--- config.mk ---
export PLATFORM = sky130hd
export DESIGN_NAME = mult_div_unit
export DESIGN_NICKNAME = d
export VERILOG_FILES = /design/src/rtl/mult_div_unit.sv
export SDC_FILE = /design/constraint.sdc
export NUM_CORES = 1
export LEC_CHECK = 0
export BUFFER_PORTS_ARGS = -buffer_cell sky130_fd_sc_hd__buf_2
export CORE_MARGIN = 10
export CORE_UTILIZATION = 55
export CTS_CLUSTER_SIZE = 12
export DETAILED_ROUTE_END_ITERATION = 6
export GPL_TIMING_DRIVEN = 0
export PLACE_DENSITY_LB_ADDON = 0.15
export SYNTH_ARGS = -nofsm -noshare
export SYNTH_HDL_FRONTEND = slang
export SYNTH_SLANG_ARGS = --single-unit
export TNS_END_PERCENT = 20
--- constraint.sdc ---
create_clock -name clock -period 3.3 [get_ports clock]
set_input_delay 0.165 -clock clock [delete_from_list [all_inputs] [get_ports clock]]
set_output_delay 0.165 -clock clock [all_outputs]
set_load 0.02 [all_outputs]
--- src/rtl/mult_div_unit.sv ---
// Iterative multiply/divide unit: shift-add multiply and restoring divide on
// operand magnitudes, one bit per clock, with signs restored in a final step.
module mult_div_unit #(
    parameter int WIDTH = 32
) (
    input  logic             clock,
    input  logic             reset,
    input  logic             start,
    input  logic [1:0]       op,
    input  logic [WIDTH-1:0] a,
    input  logic [WIDTH-1:0] b,
    output logic             busy,
    output logic             done,
    output logic             div_zero,
    output logic [WIDTH-1:0] hi,
    output logic [WIDTH-1:0] lo
);
    localparam int CW = $clog2(WIDTH + 1);

    typedef enum logic [1:0] {IDLE, RUN, FIX} state_t;

    state_t             state;
    logic [CW-1:0]      count;
    logic               div_op;
    logic               neg_a;
    logic               neg_b;
    logic [WIDTH-1:0]   operand;
    logic [2*WIDTH-1:0] acc;

    logic               a_neg_in;
    logic               b_neg_in;
    logic [WIDTH-1:0]   a_mag;
    logic [WIDTH-1:0]   b_mag;

    // op[0]=0 selects the signed variants; unsigned operands never count as negative
    assign a_neg_in = ~op[0] & a[WIDTH-1];
    assign b_neg_in = ~op[0] & b[WIDTH-1];
    assign a_mag    = a_neg_in ? -a : a;
    assign b_mag    = b_neg_in ? -b : b;

    logic [WIDTH:0]     mul_sum;
    logic [2*WIDTH-1:0] mul_next;
    logic [WIDTH:0]     div_trial;
    logic [WIDTH:0]     div_diff;
    logic [2*WIDTH-1:0] div_next;
    logic [2*WIDTH-1:0] prod_fix;
    logic [WIDTH-1:0]   quot_fix;
    logic [WIDTH-1:0]   rem_fix;

    // acc holds {partial product, multiplier} or {remainder, dividend/quotient}
    always_comb begin
        mul_sum   = {1'b0, acc[2*WIDTH-1:WIDTH]} + (acc[0] ? {1'b0, operand} : '0);
        mul_next  = {mul_sum, acc[WIDTH-1:1]};
        div_trial = acc[2*WIDTH-1:WIDTH-1];
        div_diff  = div_trial - {1'b0, operand};
        if (div_diff[WIDTH])
            div_next = {div_trial[WIDTH-1:0], acc[WIDTH-2:0], 1'b0};
        else
            div_next = {div_diff[WIDTH-1:0], acc[WIDTH-2:0], 1'b1};
        prod_fix = (neg_a ^ neg_b) ? -acc : acc;
        quot_fix = (neg_a ^ neg_b) ? -acc[WIDTH-1:0] : acc[WIDTH-1:0];
        rem_fix  = neg_a ? -acc[2*WIDTH-1:WIDTH] : acc[2*WIDTH-1:WIDTH];
    end

    always_ff @(posedge clock or negedge reset) begin
        if (!reset) begin
            state    <= IDLE;
            count    <= '0;
            busy     <= 1'b0;
            done     <= 1'b0;
            div_zero <= 1'b0;
            hi       <= '0;
            lo       <= '0;
            div_op   <= 1'b0;
            neg_a    <= 1'b0;
            neg_b    <= 1'b0;
            operand  <= '0;
            acc      <= '0;
        end else begin
            done <= 1'b0;
            case (state)
                IDLE: begin
                    if (start) begin
                        div_op   <= op[1];
                        neg_a    <= a_neg_in;
                        neg_b    <= b_neg_in;
                        operand  <= op[1] ? b_mag : a_mag;
                        acc      <= {{WIDTH{1'b0}}, (op[1] ? a_mag : b_mag)};
                        div_zero <= 1'b0;
                        count    <= CW'(WIDTH);
                        busy     <= 1'b1;
                        state    <= (op[1] && b == '0) ? FIX : RUN;
                    end
                end
                RUN: begin
                    acc   <= div_op ? div_next : mul_next;
                    count <= count - CW'(1);
                    if (count == CW'(1))
                        state <= FIX;
                end
                FIX: begin
                    // a zero divisor leaves hi/lo untouched and only raises the flag
                    if (div_op && operand == '0) begin
                        div_zero <= 1'b1;
                    end else if (div_op) begin
                        hi <= rem_fix;
                        lo <= quot_fix;
                    end else begin
                        {hi, lo} <= prod_fix;
                    end
                    done  <= 1'b1;
                    busy  <= 1'b0;
                    state <= IDLE;
                end
                default: state <= IDLE;
            endcase
        end
    end
endmodule

==> reports/summary.txt <==
Total Wirelength: 51580 microns
drt wl/cell: 21.36 microns
fillers: 2290
fmax: 281.1 MHz
Clock Sink Count: 174
die area: 33530 sq um
final worst path period share: 107.8%
GPL Wtd Cong: 1.009
gr usage total: 29.94%
clock tree from TritonCTS: done
CTS max path bufs: 2
final instance area: 17260 sq um
Final Max Slew Viols: 0
maximum vdd drop: 0.0007301 V
Setup WS pre-CTS: -844.9 ps
met3 Use GR: 4.822%
initial antenna violation count: 0
worst path cell trace: inv_6 -> clkbuf_16 -> nor2_4 -> ha_4 -> nand4_1 -> o21ai_2 -> or4b_1 -> o211ai_1 -> o2111ai_2 -> a21o_1 -> a31o_4 -> a21o_1 -> a21oi_2 -> xor2_1 -> o221ai_1
Clock Root Buffer: clkbuf_16
Post-DRT Antenna Nets: 0
most crowded layer after global routing: met2
post-route setup TNS: -4629 ps
M1 GR Usage: 41.71%
Initial DRC Count: 1758
slowest stage delay, CP: 520 ps
clk_lat worst skew: 450 ps
area of the multi-input gates: 9980 sq um
DRC viols: 0
via count of the routed design: 15060
FF+latch area: 4373 sq um
maxcap violations: 0
post-synthesis sequential area ratio: 29.75%
Yosys warnings: 0
Post-Syn Instances: 1865
hpwl dp: 39100 microns
FP Rows: 59
Die Ht: 183.1 microns
Fin. Hold Viols: 0
CP Class: register to register
asr flop ratio synth: 100.0%
IO Pins: 136
failing checks: negative setup slack
IO buf count: 134
Seq cells post-synth: 174
first-pass GRT wire length: 79960 microns
Worst-path clk slew: 90 ps
Startpoint Class: register
worst-margin pin slew: 924.1 ps
number of global-route vias before repair: 14220
Core Box Area: 26130 sq um
slew margin rel.: 37.83%
crit path time final: 3557 ps
clk_skew: 16.17 ps
Yosys cell types: 88
total grt overflow: 0
ant diodes: 0
Die W: 183.1 microns
critical path arrival: 3870 ps
predominant post-synthesis flop cell: dfrtp_1
Min-Delay Path Depth: 3
Lkg Pwr: 7.764 nW
CP max FO: 6
NumNets Final: 2207
Post-synth EDFFs: 0
largest net degree at the start of global routing: 118
share of layout cells above drive strength 1: 16.74%
Placement Cell Area: 15770 sq um
GR Layer Usage met2: 45.47%
worst hold path type: primary input to register
commonest non-fill, non-tap cells in the layout: nand2_1, o21ai_0, nor2_1
layout overhead on the synthesized area: 17.91%
Vias/cell: 6.238
status: finished with violations
CP dominant cell by count: a21o_1
CP max stage cell: or4b_1
setup ws final: -257.5 ps
Initial Utilization: 56.00%
Crit. End Element: register
Initial DRT Pass Iterations: 5
Reg2Reg Depth: 15
Post-Syn Nets: 2006
TritonCTS Buffers: 17
Avg Inst Size Synth: 7.847 sq um
RSZ-0062 raised after global routing: true
pwr dens: 1193 nW/um^2
Core Util, Final: 66.03%
# H-tree levels: 4
Cell Area, Synth: 14640 sq um
final setup fails: 34
WP data required: 3610 ps
most common cell after layout, fill and taps aside: nand2_1
sequential cells by signal, indices dropped and copies added, names as in the netlist:
signal and cells:
lo 32, acc 64, busy 1, hi 32, state 2, done 1
neg_b 1, div_op 1, count 6, neg_a 1, operand 32, div_zero 1
per-layer routing:
layer / up-vias / routed length [microns]
li1: 7005 / -
met1: 7191 / 22790
met2: 758 / 22760
met3: 105 / 4404
met4: 0 / 1621
met5: - / 0
timing repair:
item                       CTS  global route
hold endpoints to repair    57             0
hold buffers                 1             0
pin swaps                   36            18
cloned                       3             0
buffers inserted            32            14
setup endpoints to repair   58            97
gates resized for setup     81            34
cells by family (layout without fill, tap and decap cells):
family | after synthesis | count (layout) | synth area share (%)
compound gates | 567 | 567 | 23.37
xor+xnor | 176 | 176 | 10.58
fa+ha+maj | 72 | 72 | 6.258
buf+inv | 175 | 389 | 4.770
flops | 174 | 174 | 29.75
mux | 81 | 81 | 5.651
simple gates | 620 | 620 | 19.61
area by class of cell:
cell class	count	area share (%)
Clock buffer	17	2.465
Multi-Input combinational cell	1516	57.83
Buffer	110	2.886
Inverter	62	1.378
Sequential cell	174	25.34
Clock inverter	15	1.298
Timing Repair Buffer	185	6.373
Tap cell	335	2.429
report_power, final:
group          switching (W)  internal, W
combinational        0.00853      0.00559
sequential           0.00113      0.00311
clock                0.00115      0.00107
total                 0.0108      0.00978
worst paths after layout:
kind                       startpoint    endpoint  slack, ps
max in group asynchronous       reset  operand[8]       2100
min in group asynchronous       reset      lo[13]        210
min                              a[0]  operand[0]        110
min reg2reg                     hi[8]       hi[8]        480
max reg2reg                    acc[0]     acc[62]       -260
max                            acc[0]     acc[62]       -260
critical path, delay by kind of cell (launching register included):
family | cells | cell delay (ps)
simple gates | 3 | 700
flops | 1 | 470
xor+xnor | 1 | 180
buf+inv | 2 | 300
compound gates | 8 | 1530
fa+ha+maj | 1 | 240
stage by stage:
step	instances	hold slack, ps	total power, W
2_1_floorplan	1865	-130.6	0.01322
6_report	2414	109.2	0.02059
3_5_place_dp	2335	112.4	0.01677
5_1_grt	2414	144.9	0.02204
4_1_cts	2403	103.2	0.01994
3_3_place_gp	2334	456.9	0.01657
Yosys cell counts, drive strengths merged, types with 4 or more instances:
library cell	n	share of area, %
nand2	230	6.0
o21ai	228	7.8
nor2	197	5.1
dfrtp	174	30
a21oi	166	5.7
xnor2	102	6.2
clkbuf	95	2.4
xor2	74	4.4
ha	70	6.0
mux2i	68	4.7
inv	61	1.6
nor3	42	1.5
a21o	40	2.1
nand2b	24	1.0
nor4	23	1.2
a22oi	20	1.0
buf	18	0.74
or3	18	0.77
a31oi	17	0.73
nand3	17	0.58
o31ai	16	0.82
nor2b	15	0.69
mux2	13	1.0
nand4	11	0.47
a211oi	10	0.51
o41ai	9	0.59
and3	8	0.34
o221ai	8	0.52
or4	8	0.41
a311oi	7	0.54
o21bai	5	0.26
nand3b	4	0.21
nor3b	4	0.21
o21a	4	0.21
or2	4	0.19
Power figures use the tool's default switching activity.
